==> config.mk <==
export PLATFORM = sky130hd
export DESIGN_NAME = mux_n_reg
export DESIGN_NICKNAME = d
export VERILOG_FILES = /design/src/rtl/mux_n_reg.sv
export SDC_FILE = /design/constraint.sdc
export NUM_CORES = 1
export LEC_CHECK = 0
export ABC_AREA = 1
export CELL_PAD_IN_SITES_DETAIL_PLACEMENT = 2
export CELL_PAD_IN_SITES_GLOBAL_PLACEMENT = 2
export CORE_MARGIN = 3
export CORE_UTILIZATION = 17
export DETAILED_ROUTE_END_ITERATION = 8
export PLACE_DENSITY = 0.77
export SETUP_SLACK_MARGIN = 0.3
export SLEW_MARGIN = 0
export SYNTH_ARGS = -nofsm -noshare
export SYNTH_HDL_FRONTEND = slang
export SYNTH_SLANG_ARGS = --single-unit
==> constraint.sdc <==
create_clock -name CLK -period 1.65 [get_ports CLK]
set_input_delay 0.2475 -clock CLK [delete_from_list [all_inputs] [get_ports CLK]]
set_output_delay 0.2475 -clock CLK [all_outputs]
set_load 0.02 [all_outputs]
==> src/rtl/mux_n_reg.sv <==
// ============================================================================
// mux_n_reg : N-to-1 registered stream mux, explicit or round-robin select
// Revision  : 1.0
// ============================================================================
`default_nettype none

module mux_n_reg #(
  parameter int WIDTH  = 8,
  parameter int NUM_IN = 4,
  parameter int SEL_W  = 2
) (
  input  logic                    CLK,
  input  logic                    RESET,
  input  logic                    MODE,
  input  logic [SEL_W-1:0]        SELECT,
  input  logic [NUM_IN*WIDTH-1:0] IN_DATA,
  input  logic [NUM_IN-1:0]       IN_VALID,
  output logic [NUM_IN-1:0]       IN_READY,
  output logic [WIDTH-1:0]        OUT_DATA,
  output logic                    OUT_VALID,
  input  logic                    OUT_READY,
  output logic [SEL_W-1:0]        OUT_CHAN
);

  localparam logic [SEL_W-1:0] C_PTR_RST = SEL_W'(NUM_IN - 1);

  logic [SEL_W-1:0] ptr_q, ptr_d;
  logic             out_valid_q, out_valid_d;
  logic [WIDTH-1:0] out_data_q, out_data_d;
  logic [SEL_W-1:0] out_chan_q, out_chan_d;

  logic             w_cand_found;
  logic [SEL_W-1:0] w_cand;
  logic [WIDTH-1:0] w_cand_data;
  logic             w_load_en;
  logic             w_xfer;

  // An out-of-range or unknown SELECT matches no channel, so no candidate.
  always_comb begin
    w_cand_found = 1'b0;
    w_cand       = '0;
    if (!MODE) begin
      for (int c = 0; c < NUM_IN; c++) begin
        if (SELECT == SEL_W'(c) && IN_VALID[c]) begin
          w_cand_found = 1'b1;
          w_cand       = SEL_W'(c);
        end
      end
    end else begin
      // Upward search from PTR+1 with wrap: channels above PTR first, then 0..PTR.
      for (int c = 0; c < NUM_IN; c++) begin
        if (!w_cand_found && IN_VALID[c] && SEL_W'(c) > ptr_q) begin
          w_cand_found = 1'b1;
          w_cand       = SEL_W'(c);
        end
      end
      for (int c = 0; c < NUM_IN; c++) begin
        if (!w_cand_found && IN_VALID[c] && SEL_W'(c) <= ptr_q) begin
          w_cand_found = 1'b1;
          w_cand       = SEL_W'(c);
        end
      end
    end
  end

  always_comb begin
    w_cand_data = '0;
    for (int c = 0; c < NUM_IN; c++) begin
      if (w_cand == SEL_W'(c)) begin
        w_cand_data = IN_DATA[c*WIDTH +: WIDTH];
      end
    end
  end

  // RESET gates the strobe so no handshake is offered while held in reset.
  assign w_load_en = !out_valid_q || OUT_READY;
  assign w_xfer    = w_cand_found && w_load_en && RESET;

  always_comb begin
    IN_READY = '0;
    for (int c = 0; c < NUM_IN; c++) begin
      if (w_xfer && w_cand == SEL_W'(c)) begin
        IN_READY[c] = 1'b1;
      end
    end
  end

  always_comb begin
    ptr_d       = ptr_q;
    out_valid_d = out_valid_q;
    out_data_d  = out_data_q;
    out_chan_d  = out_chan_q;
    if (w_xfer) begin
      out_valid_d = 1'b1;
      out_data_d  = w_cand_data;
      out_chan_d  = w_cand;
      ptr_d       = w_cand;
    end else if (OUT_READY) begin
      out_valid_d = 1'b0;
    end
  end

  always_ff @(posedge CLK or negedge RESET) begin
    if (!RESET) begin
      ptr_q       <= C_PTR_RST;
      out_valid_q <= 1'b0;
      out_data_q  <= '0;
      out_chan_q  <= '0;
    end else begin
      ptr_q       <= ptr_d;
      out_valid_q <= out_valid_d;
      out_data_q  <= out_data_d;
      out_chan_q  <= out_chan_d;
    end
  end

  assign OUT_VALID = out_valid_q;
  assign OUT_DATA  = out_data_q;
  assign OUT_CHAN  = out_chan_q;

endmodule

`default_nettype wire

# ---- Word level (Yosys, flattened, before mapping)
# Index checks and enable logic that the tools add are counted.
dict set report word_totals {
  reg_bits 13
  in_bits 42
  output_inout_bits 15
  word_cells 96
}
dict set report op_classes {
  magnitude_cmp 8
  n_eq_ne 6
  muxes 41
  n_reduce_logical 37
}
# cell count
set ops {}
lappend ops {{2-to-1 mux 8 bit} 4}
lappend ops {{2-to-1 mux 1 bit} 28}
lappend ops {{logical AND 1 bit} 25}
lappend ops {{2-to-1 mux 2 bit} 9}
lappend ops {{equality test 2 bit (second input constant)} 4}
lappend ops {{logical NOT 1 bit} 8}
lappend ops {{equality test 2 x 1 -> 1 bit (second input constant)} 2}
lappend ops {{greater-than comparator 1 x 2 -> 1 bit (first input constant)} 2}
lappend ops {{greater-than comparator 2 bit (first input constant)} 2}
lappend ops {{<= comparator 1 x 2 -> 1 bit (first input constant)} 2}
lappend ops {{<= comparator 2 bit (first input constant)} 2}
lappend ops {{logical NOT 2 bit} 2}
lappend ops {{nonzero test 2 bit} 1}
lappend ops {{logical OR 1 bit} 1}

# ---- Depth between registers and ports, before layout
dict set report logic_depth {
  depth_word 44
  ltp_mapped 14
}

# ---- Worst setup path after synthesis
# OpenSTA, ideal clock, no wires.
dict set report synth_path {
  path_kind {reg2out}
  startpoint {register ptr_q[0]}
  endpoint {output IN_READY[0]}
  arrival_ns 1.780
  path_slack_ns -0.378
  path_stages_with_launch 10
  cell_sequence {dfstp_2 -> nand2_1 -> nand2_2 -> nand2_1 -> nand2_1 -> o21ai_0 -> nor2_1 -> nor2_4 -> buf_4 -> nor3_1}
}
dict set report synth_between {
  elab_chain_cells 43
  elab_cells_between_ends 59
  classes_between {8 x order compare; 25 x mux; 26 x reduce/logical}
}
# item line_no
set synth_rtl {}
lappend synth_rtl {{from (decl)} 27} ;# logic [SEL_W-1:0] ptr_q, ptr_d;
lappend synth_rtl {{from (signal assigned)} 110} ;# ptr_q <= ptr_d;
lappend synth_rtl {{greater-than comparator 1 x 2 -> 1 bit} 52} ;# if (!w_cand_found && IN_VALID[c] && SEL_W'(c) > ptr_q) begin
lappend synth_rtl {{logical AND 1 bit} 52}
lappend synth_rtl {{2-to-1 mux 1 bit} 52}
lappend synth_rtl {{2-to-1 mux 1 bit} 42} ;# if (!MODE) begin
lappend synth_rtl {{logical NOT 1 bit} 52}
lappend synth_rtl {{logical AND 1 bit (2 in series)} 52}
lappend synth_rtl {{2-to-1 mux 1 bit} 52}
lappend synth_rtl {{2-to-1 mux 1 bit} 42}
lappend synth_rtl {{[24 not listed]} -}
lappend synth_rtl {{2-to-1 mux 1 bit} 42}
lappend synth_rtl {{logical NOT 1 bit} 58} ;# if (!w_cand_found && IN_VALID[c] && SEL_W'(c) <= ptr_q) begin
lappend synth_rtl {{logical AND 1 bit (2 in series)} 58}
lappend synth_rtl {{2-to-1 mux 1 bit} 58}
lappend synth_rtl {{2-to-1 mux 1 bit} 42}
lappend synth_rtl {{logical AND 1 bit (2 in series)} 77} ;# assign w_xfer = w_cand_found && w_load_en && RESET;
lappend synth_rtl {{logical AND 1 bit (*)} 82} ;# if (w_xfer && w_cand == SEL_W'(c)) begin
lappend synth_rtl {{2-to-1 mux 1 bit (*)} 82}
lappend synth_rtl {{to (decl)} 18} ;# output logic [NUM_IN-1:0] IN_READY,
# Mark *: on every way between the ends. The rest lies on a longest branch, timed or not. The select of a mux whose other input is x is not followed.

# ---- Worst setup path in the final report
dict set report layout_path {
  startpoint {register ptr_q[1]}
  endpoint {output IN_READY[2]}
}
# Same word-level chain as after synthesis.

==> flow_results.org <==
** STA
- Max_slew headroom :: 0.840
- The max-slew violation count was 0.
- Subtracting the final worst setup slack from the clock period gives ~2100 ps.
- Setup repair after global routing could not meet its margin everywhere.
- Ratio of final minimum period to clock period :: 1.30
- Derived from the worst setup path, the maximum achievable clock frequency is about 0.47 GHz.
- Actual slew at the worst max-slew pin :: around 240 ps
- The final hold violation count came to 0.
- Number of setup violations in the final report :: 17
- Clock skew on the completed layout was measured at just under 5 ps.
- Once routing completed, OpenROAD measured the worst setup slack at -497 ps.

** Setup path
- STA classifies the critical path startpoint as a flip-flop.
- Across all register-to-register paths, the minimum setup slack is -400 ps.
- Cell depth of the worst setup path :: 10
- STA puts the critical path data arrival time at roughly 1900 ps.
- The number of buffers and inverters on the critical path is 2.
- The worst setup path is captured at an output pin.
- Worst Path Max Fanout :: 5
- The startpoint identified for the worst register-to-register timing path is ptr_q[1].
- Data required time at the worst endpoint :: 1400 ps
- The setup path with the least slack is of type reg2out.
- Slowest stage delay, CP :: 560 ps
- CP max stage cell :: sky130_fd_sc_hd__dfstp_2
- Endpoint of the most critical register-to-register path :: OUT_DATA[7]
- Cell family with the largest share of critical-path delay :: simple AND/OR/NAND/NOR gates
- Crit path cell chain :: nand2_2, nand2_2, nand4_4, o21ai_2, nor2_2, nor2_4, buf_6, nand2_4, nor2_4, buf_6
- Measured in cells, the most critical reg-to-reg path has a length of 13.

** Power
- Proportion of power drawn by the clock network :: 0.167
- Switching Fraction :: 0.415
- The internal portion of the total power is between 1 and 1.5 mW.
- Summed over all nets, the switching power comes to around 0.76 mW.
- Of the total power, registers draw 0.258.
- In this run the power density over the cells is approximately 830 nW/um^2.
- Across the VDD grid, the largest voltage drop is around 0.35 mV.
- Of the total power, combinational logic draws 0.575.
- Summed over all cells, the static leakage comes to ~1.1 nW.

** Cells and area
- From synthesis to final layout, the design area changed by 112%.
- The final layout contains between 200 and 300 nets.
- Number of diodes added for antenna fixing :: 0
- The layout has 670 filler cells.
- The finished cells cover 2200 um^2.
- In the final layout, the share of cells above drive strength 1 is 0.374.
- Most common library cell in the layout ignoring fill and taps :: sky130_fd_sc_hd__clkdlybuf4s50_1
- Leading cell types in the layout, fill and taps excluded :: 36 x sky130_fd_sc_hd__clkdlybuf4s50_1, 31 x sky130_fd_sc_hd__nand2_1, 27 x sky130_fd_sc_hd__nand3_1, 26 x sky130_fd_sc_hd__buf_4
- The finished layout holds around 330 standard cells, fillers aside.

** Floorplanning
- The floorplan step set the die width to 84.0 um.
- Initial cell density of the core :: 0.181
- Row cnt :: 27
- Vertical die dimension :: about 84 um
- 57 I/O pins were placed.
- The total area inside the core boundary comes to roughly 5700 um^2.
- The die covers about 7100 um^2.

** CTS
- TritonCTS built the clock tree.
- CTS built an H-tree with a depth of 1.
- At the later pin of the worst-skew pair, clock insertion delay measures 250 ps.
- CTS placed an instance of sky130_fd_sc_hd__clkbuf_8 at the clock tree root.
- Inserted Clock Buffers :: 3
- Clock edge transition at the registers on the reported setup and hold paths :: ~70 ps
- In this run the deepest clock path goes through 2 buffers.
- Hold repair after CTS inserted 0 buffers.
- Clock Sinks :: 13

** Placed design
- Input/output buffers :: between 50 and 60
- In this run, placement finished with an instance count of between 300 and 400.
- Routability-driven placement finished with a final weighted congestion of between 0.7 and 0.8.
- Post-DP HPWL :: approximately 3700 um
- The placed instances occupy a cell area of around 1900 um^2.

** GRT
- Antenna violations before repair :: 0
- Pin count of the biggest net entering global routing :: 19
- Global-route wire length before repair :: between 8000 and 9000 um
- Number of global-route vias before repair :: between 1.5k and 2k
- Summed over all layers, the global routing overflow is 0.
- Across every metal layer, demand over resource in global routing totals 0.147.

** Yosys
- For this run, the leading register cell type out of synthesis is sky130_fd_sc_hd__dfrtp_1.
- After synthesis the cells add up to about 1000 um^2.
- Of the post-synthesis cell area, the dominant cell type holds 0.266.
- Yosys printed 0 warnings.
- Mapped Nets :: 202
- Post-synthesis async set-or-reset flop share :: 1.00
- The cell count after synthesis came out at 160.
- In this run, synthesis inferred 0 flip-flops with an integrated enable.
- In the post-synthesis netlist, the biggest area contributors are sky130_fd_sc_hd__dfrtp_1 27%, sky130_fd_sc_hd__nand2_1 16%, sky130_fd_sc_hd__nand3_1 15%.
- The biggest area contributor in the post-synthesis netlist is sky130_fd_sc_hd__dfrtp_1.
- The average instance in the mapped netlist occupies 6.47 um^2.
- The share of the Yosys chip area taken by registers is 0.317.
- After synthesis the netlist holds a flip-flop and latch count of 13.
- After synthesis, the netlist uses 25 different library cells.

** Drt
- 1st-iter DRT viols :: 38
- In this run the remaining antenna-violating nets after routing total 0.
- After detailed routing, the number of vias per cell comes to between 4 and 5.
- Before antenna repair, the detailed router went through 2 iterations.
- Routed wire length :: around 5200 um
- Routed wirelength normalized by instance count :: 16.0 um
- DRC Markers :: 0
- Summing over every cut layer, the via total after detailed routing is roughly 1.5k.

** Job
- Across the run, the number of max-cap violations was 0.

** Min path
- The min-delay analysis places its worst path in the category in2async.

** Status
- Run status :: finished, violations left
- Failing checks :: negative setup slack
==> flip-flops by register name, indices dropped and copies added, names as in the netlist <==
signal,cells
OUT_CHAN,2
ptr_q,2
OUT_VALID,1
OUT_DATA,8
==> power by group through the flow <==
stage / logic (mW) / registers, mW / clock network, mW
finish: 1.05 / 0.471 / 0.305
global route: 1.14 / 0.483 / 0.320
CTS: 1.02 / 0.468 / 0.302
detailed placement: 0.943 / 0.474 / 0
global placement: 0.917 / 0.469 / 0
floorplan: 0.370 / 0.556 / 0
==> cell families (layout without fill, tap and decap cells) <==
logic type      Yosys count  in the layout  share of synthesized area
compound gates           10             10                     0.0580
buf+inv                  23            117                      0.108
flops                    13             13                      0.317
simple gates            114            114                      0.518
==> cell type report <==
type                    count  area (um^2)  area share
clock buffers               4         45.0      0.0205
inverters                  17         73.8      0.0336
multi-input cells         124          753       0.343
flip-flops and latches     13          328       0.149
well taps                  72         90.1      0.0410
repair buffers             96          907       0.413
==> stage by stage <==
step / TNS [ps] / util / hold slack, ps / total power [mW] / setup WS, ps
detailed placement: -11780 / 0.335 / 470 / 1.42 / -1040
CTS: -5010 / 0.378 / 405 / 1.79 / -485
global route: -7200 / 0.385 / 412 / 1.94 / -609
finish: -5050 / 0.385 / 379 / 1.83 / -497
floorplan: -763 / - / -48.1 / 0.926 / -118
global placement: -10300 / 0.335 / 462 / 1.39 / -968
==> how the worst max path moves through the flow <==
stage,start,to
6_report,ptr_q[1],IN_READY[2]
5_1_grt,ptr_q[1],IN_READY[2]
4_1_cts,ptr_q[1],IN_READY[2]
3_5_place_dp,SELECT[1],IN_READY[0]
3_3_place_gp,SELECT[1],IN_READY[0]
2_1_floorplan,ptr_q[0],IN_READY[2]
==> worst register-to-register path, delay by kind of cell (launching register included) <==
kind | cells | cell delay, ps
and+or+nand+nor | 11 | 1030
DFF | 1 | 560
buffers and inverters | 2 | 330
==> metal layers <==
metal,GRT usage,up-vias,routed length (um)
met2,0.275,35,2770
met5,0,-,0
li1,-,708,-
met3,0.0109,6,165
met4,0.0365,0,70
met1,0.180,711,2200
==> synthesized netlist by cell type (2+ instances only) <==
cell and number:
sky130_fd_sc_hd__o21ai_1 2, sky130_fd_sc_hd__nand2_2 2, sky130_fd_sc_hd__nand2_4 2, sky130_fd_sc_hd__dfstp_2 2
sky130_fd_sc_hd__dfrtp_1 11, sky130_fd_sc_hd__nand4_1 5, sky130_fd_sc_hd__nor2_1 25, sky130_fd_sc_hd__nand2_1 43
sky130_fd_sc_hd__o21ai_2 2, sky130_fd_sc_hd__nor3_1 3, sky130_fd_sc_hd__o21ai_0 4, sky130_fd_sc_hd__buf_4 3
sky130_fd_sc_hd__nand3_1 30, sky130_fd_sc_hd__inv_1 15
==> what timing repair did <==
item	in CTS	in global routing
pin swaps	24	11
hold endpoints to repair	0	0
buffers inserted	9	0
endpoints found under the setup margin	28	17
gates resized for setup	83	11
Power figures use the tool's default switching activity.
==> RTL change 1, RTL diff (same flow settings) <==
The parameter `NUM_IN` goes from 4 to 5.
--- a/src/rtl/mux_n_reg.sv
+++ b/src/rtl/mux_n_reg.sv
@@ -6,7 +6,7 @@
 
 module mux_n_reg #(
   parameter int WIDTH  = 8,
-  parameter int NUM_IN = 4,
+  parameter int NUM_IN = 5,
   parameter int SEL_W  = 2
 ) (
   input  logic                    CLK,
Ports: changed (resized IN_DATA, IN_READY and IN_VALID); port bits go from 57 to 67. No check against the original RTL was run, so the function may have changed too.
==> RTL change 1 against the original RTL <==
The run still ends with negative setup slack left. Fmax is 3.0% higher. Largest power group unchanged. Utilization is 0.56 points lower. Total power is 4.8% higher. Sequential cell count is 2 lower. Critical path type unchanged. First-iteration DRC count is 11% lower. Synthesized area is 2.2% higher. Worst setup slack better by 62 ps. Cell area is 2.8% higher. Routed wire length is 6.6% higher.
==> RTL change 1: results (changes against the original RTL) <==
[finish]
drive_gt1_frac = 0.365  ; was 0.374
fillerInstances = 714  ; was 670
fin_nets = 318  ; was 297
largest_reg_flops = 8  ; unchanged
n_antenna_cell = 0  ; unchanged
final_cells = 341  ; was 326

[clock_network]
root_buffer = clkbuf_8  ; unchanged
clkTransAtPathRegs_ps = 50  ; was 70 ps
cts_made_buffers = 3  ; unchanged

[sta]
max_slew.worst_pin.slew_ps = 403  ; was 241 ps
layout_setup_ws_ps = -435  ; was -497 ps
setup_viol = 13  ; was 17
clock_skew_ps = 0.357  ; was 4.97 ps
tns_ps = -4700  ; was -5050 ps

[setup_path]
r2r_slack_ps = -380  ; was -400 ps
crit_path_top_delay_cell = dfrtp_2  ; was dfstp_2
cp.arrival_ps = 1840  ; was 1900 ps
r2r_cells = 14  ; was 13
r2r_end = OUT_DATA[6]$_DFFE_PN0P_  ; was OUT_DATA[7]$_DFFE_PN0P_
cpPeakStageDelay_ps = 420  ; was 560 ps
critPathMaxFanout = 4  ; was 5
crit_start = OUT_CHAN[1]$_DFFE_PN0P_  ; was ptr_q[1]$_DFFE_PN1P_
endpoint = IN_READY[0]  ; was IN_READY[2]

[grt]
grtUsageMet1 = 0.191  ; was 0.180
track_usage = 0.155  ; was 0.147
use_met3 = 0.0155  ; was 0.0109
global_route.usage.met2 = 0.275  ; about the same
grt_pass1_vias = 1665  ; was 1586
grt_max_degree = 18  ; was 19
antenna_found_initial = 0  ; unchanged
grt_pass1_wl_um = 8770  ; was 8300 um

[outcome]
status = complete, but fails checks  ; unchanged
violations = negative setup slack  ; unchanged

[pwr]
peakVddDrop_mv = 0.375  ; was 0.348 mV
p_leak_nw = 1.13  ; was 1.06 nW
internal_power_mw = 1.07  ; about the same

[route]
vias = 1490  ; was 1460
drt-initial-drc-count = 34  ; was 38
first_pass_iters = 4  ; was 2
routed_wl_um = 5550  ; was 5210 um
antenna_left = 0  ; unchanged

[placement]
gp_congestion = 0.753  ; was 0.780
place_inst = 324  ; was 313
io_buffers = 58  ; was 56
dp_hpwl_um = 3920  ; was 3690 um
place_ws_ps = -939  ; was -1040 ps
placed_area_mm2 = 0.00190  ; was 0.00191 mm^2

[yosys]
synth.avg_cell_area_um2 = 6.01  ; was 6.47 um^2
synth_common_cells = nand2_1 (59), nand3_1 (34), inv_1 (25)  ; was nand2_1 (43), nand3_1 (30), nor2_1 (25)
async_flop_share = 1.00  ; unchanged
yosys-top-cells-area = dfrtp_1 (26%), nand2_1 (21%), nand3_1 (16%), inv_1 (8.9%), nor2_1 (3.9%)  ; was dfrtp_1 (27%), nand2_1 (16%), nand3_1 (15%), nor2_1 (9.1%), inv_1 (5.4%)
synth_fp_nets = 227  ; was 202
synth_ff_type = dfrtp_1  ; unchanged
seq_area_frac_synth = 0.260  ; was 0.317
synth_cell_type_count = 21  ; was 25

-- RTL change 1: cell types whose count changed in the layout (fill, tap and decap cells not counted), moves of 3 or more --
cell	unedited run	this run
nor2_1	17	4
nand2_4	5	9
inv_2	2	6
nand2_1	31	48
inv_1	13	19
nand4_1	5	2
nand3_2	4	8
buf_6	17	10
o21ai_2	8	5
-- RTL change 1: power by group through the flow --
stage	combinational, mW	sequential (mW)	clock (mW)
global placement	0.965	0.406	0
detailed placement	0.995	0.410	0
finish	1.22	0.412	0.276
global route	1.33	0.430	0.306
CTS	1.14	0.408	0.281
floorplan	0.436	0.502	0
-- RTL change 1: layer usage --
metal	up-vias	wire length, um
li1	737	-
met1	717	2380
met2	32	2960
met3	4	158
met4	0	53
met5	-	0
-- RTL change 1: final cells by class --
class / count / area, um^2 / area share
multi-input combinational: 132 / 852 / 0.377
sequential: 11 / 278 / 0.123
inverter: 28 / 118 / 0.0521
tap: 75 / 93.8 / 0.0416
clock buffer: 4 / 45.0 / 0.0199
timing repair buffer: 91 / 872 / 0.386
-- RTL change 1: critical path, delay by kind of cell, from the launching register on --
family,cells,cell delay (ps)
buf+inv,2,290
flops,1,420
simple gates,8,870
-- RTL change 1: metrics by stage --
stage          hold slack, ps  power [mW]
3_3_place_gp              469        1.37
2_1_floorplan           -48.1       0.938
3_5_place_dp              471        1.40
4_1_cts                   347        1.83
6_report                  342        1.91
5_1_grt                   365        2.07
-- RTL change 1: timing repair --
action,CTS,global route
setup buffers,9,1
pin swaps,27,3
hold buffers,0,0
setup endpoints to repair,27,16
gates resized for setup,96,12
gates cloned,1,2
-- RTL change 1: worst min path at each step --
| stage | slack (ps) | cells past startpoint | end | start |
|---|---|---|---|---|
| 3_3_place_gp | 470 | 2 | OUT_DATA[1]$_DFFE_PN0P_ | OUT_DATA[1]$_DFFE_PN0P_ |
| 6_report | 340 | 2 | OUT_VALID$_DFFE_PN0P_ | RESET |
| 5_1_grt | 360 | 2 | OUT_DATA[4]$_DFFE_PN0P_ | RESET |
| 3_5_place_dp | 470 | 2 | OUT_DATA[1]$_DFFE_PN0P_ | OUT_DATA[1]$_DFFE_PN0P_ |
| 4_1_cts | 350 | 2 | OUT_VALID$_DFFE_PN0P_ | RESET |
| 2_1_floorplan | -50 | 0 | OUT_CHAN[0]$_DFFE_PN0P_ | RESET |
-- RTL change 1: cells by family (layout without fill, tap and decap cells) --
| kind of cell | count (synthesis) | count (layout) | share of synthesized area |
|---|---|---|---|
| simple gates | 121 | 123 | 0.538 |
| buf+inv | 35 | 123 | 0.159 |
| flops | 11 | 11 | 0.260 |
| compound gates | 9 | 9 | 0.0426 |
==> RTL change 2, RTL diff (config.mk and constraints unchanged) <==
Without the edit above. Make the reset (`RESET`) synchronous in one clocked block.
--- a/src/rtl/mux_n_reg.sv
+++ b/src/rtl/mux_n_reg.sv
@@ -100,7 +100,7 @@
     end
   end
 
-  always_ff @(posedge CLK or negedge RESET) begin
+  always_ff @(posedge CLK) begin
     if (!RESET) begin
       ptr_q       <= C_PTR_RST;
       out_valid_q <= 1'b0;
Check against the original RTL: differs if RESET is asserted again (counterexample within 4 cycles, from zero or initial values and one cycle with RESET low); with RESET held inactive, the same outputs for 10 cycles.
==> RTL change 2 against the original RTL <==
The run still ends with negative setup slack left. First-iteration DRC count rose by 18%. Total power fell by 6.0%. Final cell count grew 1.8%. Sequential cell count is the same. Sequential power shrank 14%. Worst setup slack better by 88 ps. Routed wire length up 29%. Synthesized area decreased by 4.2%. Clock skew is 2.8 ps higher. Synthesized cell count rose by 0.63%. Critical path depth up 4. Cell area grew 7.7%.
==> RTL change 2: results (changes against the original RTL) <==
[outcome]
violations = negative setup slack  ; unchanged
status = complete, but fails checks  ; unchanged

[route]
routed_via_density = 4.64  ; was 4.48
drt-initial-drc-count = 45  ; was 38
first_pass_iters = 4  ; was 2

[placement]
gp_congestion = 0.777  ; was 0.780
place_inst = 309  ; was 313

[sta]
layout_setup_ws_ps = -409  ; was -497 ps
setup_viol = 16  ; was 17
clock_skew_ps = 7.77  ; was 4.97 ps

[yosys]
async_flop_share = 0  ; was 1.00
yosys-top-cells-area = dfxtp_1 (26%), nand2_1 (13%), nand3_1 (13%), nor2_1 (9.8%), a21oi_1 (5.1%)  ; was dfrtp_1 (27%), nand2_1 (16%), nand3_1 (15%), nor2_1 (9.1%), inv_1 (5.4%)
seq_area_frac_synth = 0.263  ; was 0.317
synth_cells = 161  ; was 160

[grt]
track_usage = 0.171  ; was 0.147
grt_max_degree = 13  ; was 19
grt_pass1_vias = 1651  ; was 1586
grt_pass1_wl_um = 8480  ; was 8300 um

[setup_path]
cpPeakStageDelay_ps = 400  ; was 560 ps
critPathMaxFanout = 6  ; was 5

[pwr]
peakVddDrop_mv = 0.488  ; was 0.348 mV
p_leak_nw = 1.07  ; was 1.06 nW

[finish]
utilization = 0.425  ; was 0.385
fin_nets = 303  ; was 297

[worst_hold_path]
min_path_type = flip-flop to flip-flop  ; was input port to async pin

RTL change 2: cell count changes after synthesis, moves of 4 or more:
| cell | delta |
|---|---|
| dfxtp_1 | +13 |
| nand3_1 | -5 |
| o21ai_0 | +4 |
| nand2_1 | -8 |
| dfrtp_1 | -11 |
| a21oi_1 | +9 |
RTL change 2: kinds of logic after synthesis:
kind of cell | after synthesis | share of synthesized area
buffers and inverters | 21 | 0.115
and+or+nand+nor | 105 | 0.508
DFF | 13 | 0.263
AOI/OAI and AO/OA | 22 | 0.115
RTL change 2: path summary, 6_finish.rpt:
check                                               from                       end  slack, ps  cells after the start
worst max-delay path               ptr_q[1]$_SDFFE_PN1P_  OUT_DATA[0]$_SDFFE_PN0P_       -410                     14
worst min-delay path            OUT_CHAN[0]$_SDFFE_PN0P_  OUT_CHAN[0]$_SDFFE_PN0P_        490                      2
worst max register to register     ptr_q[1]$_SDFFE_PN1P_  OUT_DATA[0]$_SDFFE_PN0P_       -410                     14
worst min register to register  OUT_CHAN[0]$_SDFFE_PN0P_  OUT_CHAN[0]$_SDFFE_PN0P_        490                      2
RTL change 2: layout make-up:
type                       count  share of cell area
multi-input combinational    127               0.371
tap                           72              0.0381
inverter                      15              0.0322
clock buffer                   4              0.0190
timing repair buffer         101               0.427
sequential                    13               0.113
RTL change 2: worst register-to-register path: stages (launching register included):
cell and delay (ps):
dfxtp_4 400, nand2_4 70, nand2_4 70, nand4_4 160, buf_6 170, nor2_2 90
nor2_1 70, nand2_2 80, nand2_4 80, buf_4 150, clkbuf_16 150, nand3_2 70
nand3_1 100, nor2_1 190, nor2_1 80
RTL change 2: layer usage:
metal	track usage	part of all wire	up-vias
met1	0.201	0.40	757
met4	0.0664	0.023	0
met3	0.0163	0.044	10
met5	0	0	-
li1	-	-	729
met2	0.314	0.53	44
RTL change 2: timing repair:
item	4_1_cts	5_1_grt
buffers inserted	12	5
pin swaps	18	19
endpoints found under the setup margin	28	17
resized for setup	95	41
cloned	1	1
RTL change 2: report_power, final:
group	leakage (nW)	switching, mW	internal, mW
Clock	0.0228	0.140	0.172
Combinational	0.941	0.521	0.480
Sequential	0.108	0.0420	0.361
